File: src/rtl/pipe_ctrl_pkg.sv
// Shared types and constants for the pipeline hazard / sequencing control slice.
package pipe_ctrl_pkg;

    localparam int unsigned RA_W    = 4;
    localparam int unsigned OP_W    = 2;
    localparam int unsigned FUNCT_W = 6;

    // Register index that aliases the PC
    localparam logic [RA_W-1:0] PC_REG = RA_W'(15);

    // instr[27:26] major opcode classes
    localparam logic [OP_W-1:0] OP_DP  = 2'b00;
    localparam logic [OP_W-1:0] OP_MEM = 2'b01;
    localparam logic [OP_W-1:0] OP_BR  = 2'b10;

    // Operand source select driven to the execute-stage muxes
    typedef enum logic [1:0] {
        FWD_RF  = 2'b00,
        FWD_WB  = 2'b01,
        FWD_MEM = 2'b10
    } fwd_sel_t;

    // Write-class state carried down the pipe per instruction
    typedef struct packed {
        logic [RA_W-1:0] wa3;
        logic            regw;
        logic            ld;
        logic            pcs;
    } stage_ctrl_t;

    // Pick the youngest in-flight producer of a source register; the PC alias is never bypassed
    function automatic fwd_sel_t fwd_select(
        input logic [RA_W-1:0] ra,
        input stage_ctrl_t     m,
        input stage_ctrl_t     w
    );
        fwd_sel_t sel;
        sel = FWD_RF;
        if (ra != PC_REG) begin
            if (m.regw && (m.wa3 == ra)) begin
                sel = FWD_MEM;
            end else if (w.regw && (w.wa3 == ra)) begin
                sel = FWD_WB;
            end
        end
        return sel;
    endfunction

endpackage

File: src/rtl/instr_class_dec.sv
// Instruction class decode: register-write, load, branch and PC-write flags for one instruction.
module instr_class_dec
    import pipe_ctrl_pkg::*;
(
    input  logic               valid,
    input  logic [OP_W-1:0]    op,
    input  logic [FUNCT_W-1:0] funct,
    input  logic [RA_W-1:0]    wa3,
    output logic               regw,
    output logic               ld,
    output logic               br,
    output logic               pcs
);

    logic mem_c;
    logic ldr_c;
    logic dp_wr_c;
    logic unused_funct;

    // Immediate flag plays no part in write classification
    assign unused_funct = funct[5];

    // Classify: CMP/CMN/TST/TEQ (cmd 10xx) set flags only and never write a register
    always_comb begin
        mem_c   = (op == OP_MEM);
        ldr_c   = mem_c & funct[0];
        dp_wr_c = (op == OP_DP) && (funct[4:3] != 2'b10);
        br      = valid & (op == OP_BR);
        ld      = valid & ldr_c;
        regw    = valid & (dp_wr_c | ldr_c);
        pcs     = valid & ((regw & (wa3 == PC_REG)) | (op == OP_BR));
    end

endmodule

File: src/rtl/pipe_hazard_ctrl.sv
// Hazard / sequencing controller: E/M/W write-class pipe, load-use stall, PC-write flush, operand forwarding.
module pipe_hazard_ctrl
    import pipe_ctrl_pkg::*;
(
    input  logic               clk,
    input  logic               rst_n,
    input  logic               valid_d,
    input  logic [OP_W-1:0]    op_d,
    input  logic [FUNCT_W-1:0] funct_d,
    input  logic [RA_W-1:0]    ra1_d,
    input  logic [RA_W-1:0]    ra2_d,
    input  logic [RA_W-1:0]    wa3_d,
    input  logic               cond_ex_e,
    input  logic               branch_taken_e,
    output logic               stall_f,
    output logic               stall_d,
    output logic               flush_d,
    output logic               flush_e,
    output logic [1:0]         fwd_a_e,
    output logic [1:0]         fwd_b_e
);

    logic            regw_d;
    logic            ld_d;
    logic            br_d;
    logic            pcs_d;
    logic            unused_sig;

    logic [RA_W-1:0] ra1_e_q;
    logic [RA_W-1:0] ra2_e_q;
    stage_ctrl_t     e_q;
    stage_ctrl_t     m_q;
    stage_ctrl_t     w_q;

    logic            ld_stall_c;
    logic            pc_pend_c;
    fwd_sel_t        fwd_a_c;
    fwd_sel_t        fwd_b_c;

    instr_class_dec u_dec (
        .valid (valid_d),
        .op    (op_d),
        .funct (funct_d),
        .wa3   (wa3_d),
        .regw  (regw_d),
        .ld    (ld_d),
        .br    (br_d),
        .pcs   (pcs_d)
    );

    // Branch-ness is already folded into pcs; load flag is only consulted in E
    assign unused_sig = br_d | m_q.ld | w_q.ld;

    // D->E stage: a flush inserts an all-zero bubble
    always_ff @(posedge clk or negedge rst_n) begin
        if (!rst_n) begin
            ra1_e_q <= '0;
            ra2_e_q <= '0;
            e_q     <= '0;
        end else if (flush_e) begin
            ra1_e_q <= '0;
            ra2_e_q <= '0;
            e_q     <= '0;
        end else begin
            ra1_e_q  <= ra1_d;
            ra2_e_q  <= ra2_d;
            e_q.wa3  <= wa3_d;
            e_q.regw <= regw_d;
            e_q.ld   <= ld_d;
            e_q.pcs  <= pcs_d;
        end
    end

    // E->M stage: a failed condition cancels the register write and PC write
    always_ff @(posedge clk or negedge rst_n) begin
        if (!rst_n) begin
            m_q <= '0;
        end else begin
            m_q.wa3  <= e_q.wa3;
            m_q.regw <= e_q.regw & cond_ex_e;
            m_q.ld   <= e_q.ld;
            m_q.pcs  <= e_q.pcs & cond_ex_e;
        end
    end

    // M->W stage: plain copy
    always_ff @(posedge clk or negedge rst_n) begin
        if (!rst_n) begin
            w_q <= '0;
        end else begin
            w_q <= m_q;
        end
    end

    // Hazard equations and forward selects, purely from stage state and D inputs
    always_comb begin
        ld_stall_c = e_q.ld & e_q.regw & valid_d
                   & ((e_q.wa3 == ra1_d) | (e_q.wa3 == ra2_d));
        pc_pend_c  = pcs_d | e_q.pcs | m_q.pcs;
        fwd_a_c    = fwd_select(ra1_e_q, m_q, w_q);
        fwd_b_c    = fwd_select(ra2_e_q, m_q, w_q);

        stall_f    = ld_stall_c | pc_pend_c;
        stall_d    = ld_stall_c;
        flush_d    = pc_pend_c | w_q.pcs | branch_taken_e;
        flush_e    = ld_stall_c | branch_taken_e;
        fwd_a_e    = fwd_a_c;
        fwd_b_e    = fwd_b_c;
    end

endmodule

File: config.mk
export PLATFORM = sky130hd
export DESIGN_NAME = pipe_hazard_ctrl
export DESIGN_NICKNAME = d
export VERILOG_FILES = /design/src/rtl/pipe_ctrl_pkg.sv /design/src/rtl/instr_class_dec.sv /design/src/rtl/pipe_hazard_ctrl.sv
export SDC_FILE = /design/constraint.sdc
export NUM_CORES = 1
export LEC_CHECK = 0
export BUFFER_PORTS_ARGS = -buffer_cell sky130_fd_sc_hd__buf_2
export CAP_MARGIN = 10
export CORE_UTILIZATION = 40
export CTS_CLUSTER_DIAMETER = 200
export CTS_CLUSTER_SIZE = 10
export DETAILED_ROUTE_END_ITERATION = 10
export GPL_TIMING_DRIVEN = 1
export PLACE_DENSITY = 0.75
export REMOVE_ABC_BUFFERS = 1
export SETUP_SLACK_MARGIN = 0.02
export SYNTH_ARGS = -nofsm -noshare
export SYNTH_HDL_FRONTEND = slang
export SYNTH_SLANG_ARGS = --single-unit
export TNS_END_PERCENT = 100
File: constraint.sdc
create_clock -name clk -period 1.4 [get_ports clk]
set_clock_uncertainty 0.2 [all_clocks]
set_input_delay 0.21 -clock clk [delete_from_list [all_inputs] [get_ports clk]]
set_output_delay 0.21 -clock clk [all_outputs]
set_load 0.02 [all_outputs]
=== Word-level counts from Yosys, hierarchy flattened ===
Index checks and enable logic that the tools add are counted.

* Reductions and logical operators: 6
* Eq/ne operators: 12
* Bitwise logic cells: 19
* Multiplexer cells: 9

{| class="wikitable"
|+ Operators by type and width
! operator !! count
|-
| equality test 4 bit || 6
|-
| bitwise AND 1 bit || 10
|-
| OR 1 bit || 9
|-
| 2-to-1 mux 2 bit || 4
|-
| 2-to-1 mux 4 bit || 2
|-
| != test 4 bit, second input constant || 2
|-
| 2-to-1 mux 7 bit || 1
|-
| logical AND 1 bit || 5
|-
| equality test 4 bit, second input constant || 1
|-
| equality test 2 x 1 -> 1 bit, second input constant || 1
|-
| equality test 2 bit, second input constant || 1
|-
| logical NOT 2 bit || 1
|-
| 2-to-1 mux 1 bit || 2
|-
| != test 2 bit, second input constant || 1
|}

* Output and inout bits: 8
* Input bits: 25
* Word-level logic and storage cells: 58
* Register bits: 27

=== Longest topological paths before layout ===
Gate-level depths: netlist of the first run.

* Depth after elaboration: 11
* Mapped depth: 5
* Mapped depth without buffers: 4

=== By module ===
From an unflattened synthesis of the first run, not the netlist that was laid out.

* Cells, all modules: 104
* Area, all modules: 1231.2 um^2

{| class="wikitable"
|+ Modules (own cells, without submodules)
! module !! instances !! cells an instance !! seq. area each (um^2) !! area an instance (um^2)
|-
| pipe_hazard_ctrl || 1 || 96 || 675.6 || 1171.1
|-
| instr_class_dec || 1 || 8 || 0.0 || 60.1
|}

=== Least setup slack after synthesis of the first run ===
OpenSTA, ideal clock, no wires.

* Path type: register to output
* From: reg e_q[6] (netlist bit)
* To: out stall_f
* Path slack: -0.319 ns
* Buffers on the path: 0
* Data arrival time: 1.309 ns
* Cell stages (with the launch flop): 5
* Data required time: 0.990 ns
* Cell sequence: dfrtp_1 xnor2_1 nand4_1 a21oi_2 or4b_1

* Word-level cells in the longest chain between the ends: 4
* Elaborated cells between the ends (all ways): 5
* Those cells by class: eq/ne (2); bitwise (3)

{| class="wikitable"
|+ Ends and longest elaborated chain
! element !! line !! text
|-
| start: declaration || pipe_hazard_ctrl.sv:31 || <nowiki>stage_ctrl_t e_q;</nowiki>
|-
| equality test 4 bit || pipe_hazard_ctrl.sv:98 || <nowiki>& ((e_q.wa3 == ra1_d) | (e_q.wa3 == ra2_d));</nowiki>
|-
| OR 1 bit (*) || pipe_hazard_ctrl.sv:98 ||
|-
| bitwise AND 1 bit (*) || pipe_hazard_ctrl.sv:98 ||
|-
| OR 1 bit (*) || pipe_hazard_ctrl.sv:103 || <nowiki>stall_f = ld_stall_c | pc_pend_c;</nowiki>
|-
| end: declaration || pipe_hazard_ctrl.sv:15 || <nowiki>output logic stall_f,</nowiki>
|}

Every way passes the cells marked *; elsewhere a longest branch is shown, timed or not.

=== Final worst setup path of the first run ===
* From: reg e_q[5] (netlist bit)
* To: out stall_f

Same word-level chain as after synthesis.

==> qor.yml, run 1 <==
run_status:
  status: "finished with violations"
  violations: "DRC, setup timing"
power_and_ir_drop:
  powerDensity_nw_per_um2: 732
  p_comb_share_pct: 20.9
  p_sw_mw: 0.377
  ir_worst_vdd_mv: 0.494
  clkPwrFrac_pct: 21.8
  total_power_mw: 1.48
  p_seq_share_pct: 57.3
  internal_power_mw: 1.10
  leakage_nw: 0.911
  switching_share_pct: 25.5
clock_network:
  htree_levels: 1
  cts_buffers: 3
  cts.reportedPaths.clkPinSlew_ns: 0.14
  clkLatencyLatePin_ns: 0.31
  cts-root-buf: "clkbuf_4"
  tritoncts: "yes"
  cts.sinks: 27
  clk_path_buf_depth: 2
logic_synthesis:
  async_reset_ff_share_pct: 100
  synth_area_sq_um: 1230
  synthAdderAreaFrac_pct: 0
  synth_mux_area_share_pct: 0
  netlist_top_cells_area: "dfrtp_1, xnor2_1, nor3b_1"
  synth_ff_type: "dfrtp_1"
  ys_warn_count: 0
  ys_ff_latch: 27
  synth-simple-area-share_pct: 22.6
  synth_top_family_by_area: "simple AND/OR/NAND/NOR gates"
  synth_top_area_share_pct: 55.0
  yosys.area_share.xor_xnor_pct: 15.7
  yosys.area.top_type: "dfrtp_1"
  synth_cells: 104
  synthTopCellsByCount: "dfrtp_1, xnor2_1, nor3b_1"
  synth_edf_count: 0
  synth_compound_area_share_pct: 4.89
  syn_area_per_cell_sq_um: 11.8
  synth.distinct_cells: 24
  yosysMostFrequentCell: "dfrtp_1"
  yosysSeqAreaShare_pct: 55.0
placement:
  dp_cells: 179
  placed_cell_area_sq_um: 1530
  port_buffers: 29
  gp_congestion: 0.830
  dp_hpwl_um: 1960
  pre_cts_ws_ns: -0.398
run:
  maxCapViolCount: 0
timing:
  period_share_pct: 155
  rsz0062_at_grt: "yes"
  setup_viol_count_final: 23
  slew_headroom_pct: 60.1
  post-route-min-period_ns: 2.17
  slew_violations: 0
  hold_viol_final: 0
  fmax_ghz: 0.461
  layout_setup_ws_ns: -0.771
  tightest_slew_ns: 0.599
detailed_routing:
  wl_per_cell_um: 15.0
  drc: 2
  wirelength_um: 3140
  first_pass_iters: 7
  vias: 1048
  drtIter0Drc: 16
  drtAntennaViolNets: 0
  viasPerCell: 5.01
floorplan:
  io_pins: 33
  start_util_pct: 43.4
  die_x_um: 57.4
  core_area_sq_um: 2830
  fp-row-count: 19
  die-area_sq_um: 3300
  die_y_um: 57.4
final_layout:
  final_area_sq_um: 2020
  fillers: 200
  nNetsFinal: 204
  antenna_cells: 0
  drive_gt1_share_pct: 45.5
  final_cell_count_no_fill: 209
  syn2layout_area_growth_pct: 64.7
worst_setup_path:
  path_cells: "xnor2_1 > nand4_1 > a21oi_4 > or4b_4 > buf_6"
  crit_slowest_cell: "or4b_4"
  critPathArrivalTime_ns: 1.76
  start_kind: "register"
  path_class: "register to output pin"
  r2r_end: "ra1_e_q[1]$_DFF_PN0_"
  r2r_cells: 10
  cp_max_fo: 3
  critical_path.max_stage_delay_ns: 0.48
  reg2reg_from: "e_q[5]$_DFF_PN0_"
  worstPathRequired_ns: 0.99
  endpoint_kind: "output pin"
  r2r_slack_ns: -0.57
grt:
  antenna_found_initial: 0
  grt_usage_pct: 19.4
  grt_first_pass_wirelength_um: 4870
  grt_pass1_vias: 1090
  grt-ovfl-total: 0
  grt_max_degree: 28
worst_hold_path:
  worstHoldStart: "op_d[0]"
  hold_depth: 4
  min_path_type: "input pin to register"
  min_to: "e_q[1]$_DFF_PN0_"
==> worst max path at each step <==
stage,start,end,slack [ns],depth (start not counted)
CTS,e_q[6]$_DFF_PN0_,stall_f,-0.76,5
finish,e_q[5]$_DFF_PN0_,stall_f,-0.77,5
global placement,op_d[0],stall_f,-0.37,6
floorplan,e_q[4]$_DFF_PN0_,stall_f,-0.56,4
global route,e_q[5]$_DFF_PN0_,stall_f,-0.83,5
detailed placement,e_q[6]$_DFF_PN0_,stall_f,-0.40,5
==> metrics by stage <==
step                TNS, ns  hold WS [ns]  util, %
floorplan             -6.27        -0.286        -
global placement      -3.55        0.0325     54.2
detailed placement    -5.21        0.0434     54.2
CTS                   -8.43        0.0569     66.5
global route         -11.53         0.114     71.5
finish                -9.99         0.110     71.5
==> area by class of cell <==
| cell class | count | area, sq um | share of cell area (%) |
|---|---|---|---|
| multi-input cells | 72 | 687 | 34.0 |
| flip-flops and latches | 27 | 676 | 33.4 |
| repair buffers | 73 | 588 | 29.1 |
| well taps | 31 | 38.8 | 1.92 |
| clock buffers | 4 | 26.3 | 1.30 |
| inverters | 2 | 7.51 | 0.371 |
==> power by group through the flow <==
| stage | Combinational [mW] | Sequential, mW | Clock (mW) |
|---|---|---|---|
| 2_1_floorplan | 0.101 | 0.857 | 0 |
| 3_3_place_gp | 0.206 | 0.856 | 0 |
| 3_5_place_dp | 0.212 | 0.859 | 0 |
| 4_1_cts | 0.268 | 0.844 | 0.329 |
| 5_1_grt | 0.333 | 0.853 | 0.368 |
| 6_report | 0.310 | 0.849 | 0.323 |
==> layout by cell type (no fill, tap or decap), types with 3 or more instances in the layout <==
master / Yosys / layout
buf_2: 0 / 23
buf_4: 1 / 18
buf_6: 0 / 14
clkbuf_4: 0 / 3
dfrtp_1: 27 / 27
dlygate4sd3_1: 0 / 18
nand2_1: 5 / 5
nand3_1: 5 / 3
nand4_1: 4 / 4
nor3b_1: 13 / 8
nor3b_2: 1 / 6
o21a_1: 4 / 4
xnor2_1: 16 / 10
xnor2_2: 0 / 6
xor2_1: 6 / 6
==> cell families (layout without fill, tap and decap cells) <==
group           count (synthesis)  after routing
buf+inv                         5             79
xor+xnor                       22             22
simple gates                   44             44
compound gates                  6              6
flops                          27             27
==> routing by layer <==
layer	GRT usage, %	vias to the layer above	wire length, um
li1	-	510	-
met1	23.5	513	1250
met2	37.2	25	1810
met3	2.27	0	84
met4	3.14	0	0
met5	0	-	0
==> registers in the layout (all words and copies together), names as in the netlist <==
name	flops
e_q	7
m_q	6
ra1_e_q	4
ra2_e_q	4
w_q	6
==> repair_timing <==
| item | 4_1_cts | 5_1_grt |
|---|---|---|
| setup buffers | 5 | 3 |
| hold buffers | 18 | 0 |
| pin swaps | 8 | 7 |
| gates resized for setup | 23 | 22 |
| endpoints found under the hold margin | 44 | 0 |
| setup endpoints to repair | 23 | 23 |
==> critical path: cells and delay by family, from the launching register on <==
family / cells / cell delay, ns
xor gates and xnor gates: 1 / 0.16
DFF: 1 / 0.45
and+or+nand+nor: 2 / 0.62
buffers and inverters: 1 / 0.14
AOI/OAI and AO/OA: 1 / 0.08
No activity file was read; power rests on OpenSTA's default activity.
==> run 2, diff against run 1 <==
--- a/config.mk
+++ b/config.mk
@@ -7,12 +7,14 @@
 export LEC_CHECK = 0
 export BUFFER_PORTS_ARGS = -buffer_cell sky130_fd_sc_hd__buf_2
 export CAP_MARGIN = 10
-export CORE_UTILIZATION = 40
+export CORE_ASPECT_RATIO = 0.75
+export CORE_MARGIN = 1.5
+export CORE_UTILIZATION = 46
 export CTS_CLUSTER_DIAMETER = 200
 export CTS_CLUSTER_SIZE = 10
 export DETAILED_ROUTE_END_ITERATION = 10
 export GPL_TIMING_DRIVEN = 1
-export PLACE_DENSITY = 0.75
+export PLACE_DENSITY = 0.83
 export REMOVE_ABC_BUFFERS = 1
 export SETUP_SLACK_MARGIN = 0.02
 export SYNTH_ARGS = -nofsm -noshare
==> run 2 against run 1 <==
Effect of this change:
- the flow finishes with violations (setup timing)
- power down 0.98%
- global-route usage up 1.7 points
- die area down 9.2%
- first-iteration DRC count down 31%
- final cell count up 0.48%
- via count down 2.4%
- core utilization up 4.3 points
- critical path depth unchanged
- critical path type unchanged
- largest power group unchanged
- highest routed layer is now met4
==> qor.yml, run 2 (same netlist as run 1, synthesis figures left out) <==
timing:
  setup_tns_ns: -6.69
  post-route-min-period_ns: 2.15
  hold_viol_final: 0
  fmax_ghz: 0.466
  slew_violations: 0
  tightest_slew_ns: 0.568
  setup_viol_count_final: 23
  holdWs_ns: 0.0131
  period_share_pct: 153
  slew_headroom_pct: 62.1
  rsz0062_at_grt: "yes"
  layout_setup_ws_ns: -0.747
detailed_routing:
  drtAntennaViolNets: 0
  highest_layer: "met4"
  wirelength_um: 2850
  first_pass_iters: 4
  viasPerCell: 4.87
  wl_per_cell_um: 13.6
  wl_met3_um: 97
  drc: 0
  vias: 1023
  wl_met2_um: 1590
  wl_met1_um: 1160
  drtIter0Drc: 11
worst_setup_path:
  path_cells: "xnor2_2 > nand4_1 > a21oi_2 > or4b_4 > buf_6"
  r2r_cells: 6
  cp_max_fo: 3
  reg2reg_from: "e_q[5]$_DFF_PN0_"
  endpoint_kind: "output pin"
  critPathArrivalTime_ns: 1.74
  path_class: "register to output pin"
  worstPathRequired_ns: 0.99
  cp_top_family: "simple AND/OR/NAND/NOR gates"
  cp.buffers_inverters: 1
  start_kind: "register"
  critical_path.max_stage_delay_ns: 0.49
  r2r_slack_ns: -0.22
  crit_slowest_cell: "or4b_4"
  r2r_end: "e_q[5]$_DFF_PN0_"
final_layout:
  layout_commonest_cell: "dfrtp_1"
  nNetsFinal: 200
  syn2layout_area_growth_pct: 58.1
  antenna_cells: 0
  largest_reg_flops: 7
  utilization_pct: 75.8
  regMostFlops: "e_q"
  final_cell_count_no_fill: 210
  final_cell_mix: "dfrtp_1, buf_2, buf_4"
  top_regs: "e_q (7), m_q (6), w_q (6)"
  drive_gt1_share_pct: 44.3
clock_network:
  cts-root-buf: "clkbuf_4"
  tritoncts: "yes"
  cts.sinks: 27
  htree_levels: 1
  clk_path_buf_depth: 2
  cts_buffers: 3
  cts.reportedPaths.clkPinSlew_ns: 0.14
  clkLatencyLatePin_ns: 0.31
floorplan:
  die_x_um: 62.7
  core_area_sq_um: 2560
  start_util_pct: 47.9
  io_pins: 33
  die_y_um: 47.8
  fp-row-count: 16
  die-area_sq_um: 2990
power_and_ir_drop:
  powerDensity_nw_per_um2: 755
  ir_worst_vdd_mv: 0.449
  leakage_nw: 0.877
  p_seq_share_pct: 57.7
  switching_share_pct: 25.0
  p_sw_mw: 0.367
  p_comb_share_pct: 20.2
  clkPwrFrac_pct: 22.0
  internal_power_mw: 1.10
grt:
  grt_pass1_vias: 1064
  grt-ovfl-total: 0
  grt_first_pass_wirelength_um: 4710
  antenna_found_initial: 0
  grt_max_degree: 28
  grt_usage_pct: 21.1
worst_hold_path:
  worstHoldStart: "op_d[1]"
  min_to: "e_q[1]$_DFF_PN0_"
  min_path_type: "input pin to register"
  hold_depth: 3
run_status:
  status: "finished with violations"
  violations: "setup timing"
placement:
  dp_hpwl_um: 1900
  pre_cts_ws_ns: -0.386
  gp_congestion: 0.775
  dp_cells: 187
  port_buffers: 29
run:
  maxCapViolCount: 0
[run 2: cell types whose count changed in the layout (fill, tap and decap cells not counted), sizes merged]
cell,change
buf,-2
dlygate4sd3,-2
[run 2: how the worst max path moves through the flow]
stage	from	endpoint	slack [ns]	cells after the start
finish	e_q[4]$_DFF_PN0_	stall_f	-0.75	5
global route	e_q[4]$_DFF_PN0_	stall_f	-0.83	5
CTS	e_q[4]$_DFF_PN0_	stall_f	-0.72	5
detailed placement	op_d[0]	stall_f	-0.39	6
global placement	op_d[0]	stall_f	-0.35	6
floorplan	e_q[4]$_DFF_PN0_	stall_f	-0.56	4
[run 2: final cells by class]
type	instances	area (sq um)
Clock buffer	4	26.3
Sequential cell	27	677
Tap cell	36	45.0
Fill cell	181	619
Timing Repair Buffer	69	552
Inverter	2	7.51
Multi-Input combinational cell	72	636
[run 2: stage by stage]
stage | total power [mW] | cell area (sq um)
6_report | 1.47 | 1940
2_1_floorplan | 0.957 | 1210
3_5_place_dp | 1.07 | 1560
5_1_grt | 1.54 | 1940
3_3_place_gp | 1.06 | 1560
4_1_cts | 1.44 | 1900
[run 2: power by group through the flow]
stage                     logic, mW  clock network [mW]  registers (mW)
after floorplan               0.101                   0           0.857
after global placement        0.207                   0           0.856
after detailed placement      0.215                   0           0.859
after CTS                     0.281               0.317           0.846
after global routing          0.323               0.362           0.852
final                         0.297               0.323           0.847
[run 2: worst register-to-register path, stage by stage, from the launching register on]
cell and delay [ns]:
dfrtp_1 0.44, xnor2_1 0.17, nand4_1 0.15, a21oi_2 0.22, buf_4 0.18, buf_6 0.12, nor3b_2 0.05
[run 2: metal layers]
layer,global-route usage [%],vias to the layer above
met2,43.7,22
met4,5.33,0
met5,0,-
li1,-,500
met1,23.9,499
met3,3.53,2
[run 2: repair_timing]
action                                  4_1_cts  5_1_grt
buffers inserted                              2        2
endpoints found under the setup margin       23       23
pin swaps                                    14        4
hold endpoints to repair                     43        0
hold buffers                                 16        0
gates resized for setup                      31        8
==> run 3, diff against run 2 <==
--- a/config.mk
+++ b/config.mk
@@ -5,7 +5,7 @@
 export SDC_FILE = /design/constraint.sdc
 export NUM_CORES = 1
 export LEC_CHECK = 0
-export BUFFER_PORTS_ARGS = -buffer_cell sky130_fd_sc_hd__buf_2
+export BUFFER_PORTS_ARGS = -buffer_cell sky130_fd_sc_hd__buf_4
 export CAP_MARGIN = 10
 export CORE_ASPECT_RATIO = 0.75
 export CORE_MARGIN = 1.5
==> run 3 against run 2 <==
Effect of this change:
- the run still ends with setup timing left
- sequential power hardly changed
- clock power is 5% higher
- combinational power is 9.8% higher
- critical endpoint unchanged
- largest cell class is now multi-input combinational cells
==> qor.yml, run 3 (same netlist as run 1, synthesis figures left out) <==
worst_setup_path:
  critPathArrivalTime_ns: 1.79
  endpoint_kind: "output pin"
  reg2reg_from: "e_q[6]$_DFF_PN0_"
  critical_path.max_stage_delay_ns: 0.49
  cp.buffers_inverters: 1
  worstSetupStartpoint: "e_q[6]$_DFF_PN0_"
  cp_max_fo: 3
  cp.depth: 5
  r2r_end: "e_q[5]$_DFF_PN0_"
  cp-endpoint: "stall_f"
  r2r_cells: 11
  worstPathRequired_ns: 0.99
  r2r_slack_ns: -0.70
  start_kind: "register"
  crit_slowest_cell: "or4b_4"
  path_class: "register to output pin"
  cp_top_family: "simple AND/OR/NAND/NOR gates"
  path_cells: "xnor2_1 > nand4_1 > a21oi_2 > or4b_4 > buf_6"
clock_network:
  clk_path_buf_depth: 2
  tritoncts: "yes"
  cts_buffers: 3
  cts-root-buf: "clkbuf_4"
  cts.reportedPaths.clkPinSlew_ns: 0.15
  cts.sinks: 27
  htree_levels: 1
  clkLatencyLatePin_ns: 0.32
grt:
  met2_usage_pct: 43.4
  grt_first_pass_wirelength_um: 5050
  met3_usage_pct: 4.24
  grt_usage_pct: 22.8
  grt_pass1_vias: 1107
  grt_max_degree: 28
  met1_usage_pct: 27.6
  grt-ovfl-total: 0
  top_usage_layer: "met2"
  antenna_found_initial: 0
timing:
  hold_viol_final: 0
  post-route-min-period_ns: 2.20
  layout_setup_ws_ns: -0.803
  slew_violations: 0
  fmax_ghz: 0.454
  tightest_slew_ns: 0.333
  setup_viol_count_final: 23
  setup_tns_ns: -10.66
  period_share_pct: 157
  holdWs_ns: 0.0687
  rsz0062_at_grt: "yes"
  slew_headroom_pct: 77.7
floorplan:
  core_area_sq_um: 2560
  die-area_sq_um: 2990
  start_util_pct: 47.9
  die_x_um: 62.7
  fp-row-count: 16
  die_y_um: 47.8
  io_pins: 33
final_layout:
  drive_gt1_share_pct: 51.7
  final_cell_mix: "buf_4, dfrtp_1, dlygate4sd3_1, buf_6, nor3b_2"
  syn2layout_area_growth_pct: 71.8
  nNetsFinal: 206
  antenna_cells: 0
  largest_reg_flops: 7
  regMostFlops: "e_q"
  top_regs: "e_q (7), m_q (6), w_q (6)"
  layout_commonest_cell: "buf_4"
placement:
  port_buffers: 29
  dp_hpwl_um: 1910
  gp_congestion: 0.730
run_status:
  violations: "setup timing"
  status: "finished with violations"
power_and_ir_drop:
  p_comb_share_pct: 21.5
  switching_share_pct: 26.3
  ir_worst_vdd_mv: 0.500
  leakage_nw: 0.957
  internal_power_mw: 1.12
  p_seq_share_pct: 56.0
  clkPwrFrac_pct: 22.4
  p_sw_mw: 0.398
  powerDensity_nw_per_um2: 718
detailed_routing:
  first_pass_iters: 4
  vias: 1061
  wl_per_cell_um: 15.4
  viasPerCell: 4.91
  drtIter0Drc: 15
  wirelength_um: 3320
  drtAntennaViolNets: 0
  drc: 0
worst_hold_path:
  min_path_type: "input pin to register"
run:
  maxCapViolCount: 0
run 3: repair_timing:
action,in CTS,in global routing
pin swaps,20,3
cloned,0,0
hold endpoints to repair,43,0
endpoints found under the setup margin,23,23
buffers inserted,9,1
gates resized for setup,39,6
hold buffers,17,0
run 3: layout make-up:
class | instances | area [sq um]
multi-input combinational | 72 | 684
sequential | 27 | 677
timing repair buffer | 75 | 669
fill | 136 | 452
tap | 36 | 45.0
clock buffer | 3 | 22.5
inverter | 2 | 7.51
clock inverter | 1 | 5.00
run 3: power groups by stage:
stage               Clock [mW]  Sequential, mW  Combinational (mW)
floorplan                    0           0.857               0.101
global placement             0           0.856               0.226
detailed placement           0           0.859               0.233
CTS                      0.335           0.846               0.306
global route             0.395           0.853               0.349
finish                   0.340           0.849               0.326
run 3: metal layers:
| metal | share of wire, % | wire [um] |
|---|---|---|
| met1 | 41 | 1350 |
| met2 | 54 | 1780 |
| met4 | 0.81 | 27 |
| met5 | 0 | 0 |
| met3 | 4.7 | 155 |
run 3: how the worst min path moves through the flow:
| stage | to | depth (start not counted) | startpoint |
|---|---|---|---|
| finish | e_q[1]$_DFF_PN0_ | 4 | op_d[0] |
| global route | e_q[1]$_DFF_PN0_ | 4 | op_d[0] |
| CTS | e_q[1]$_DFF_PN0_ | 4 | op_d[0] |
| detailed placement | w_q[2]$_DFF_PN0_ | 1 | rst_n |
| global placement | w_q[3]$_DFF_PN0_ | 1 | rst_n |
| floorplan | e_q[0]$_DFF_PN0_ | 0 | rst_n |
run 3: stage by stage:
stage / worst slack (ns) / instance area (sq um) / instances / power, mW / util (%)
floorplan: -0.563 / 1210 / 101 / 0.957 / -
global placement: -0.368 / 1630 / 186 / 1.08 / 63.5
detailed placement: -0.400 / 1630 / 186 / 1.09 / 63.5
CTS: -0.761 / 2070 / 215 / 1.49 / 80.9
global route: -0.881 / 2110 / 216 / 1.60 / 82.4
finish: -0.803 / 2110 / 216 / 1.51 / 82.4
run 3: tightest hold or removal path, cell delays in order:
cell and delay, ns:
buf_4 0.12, buf_4 0.13, nand2_1 0.07, nor4_2 0.05
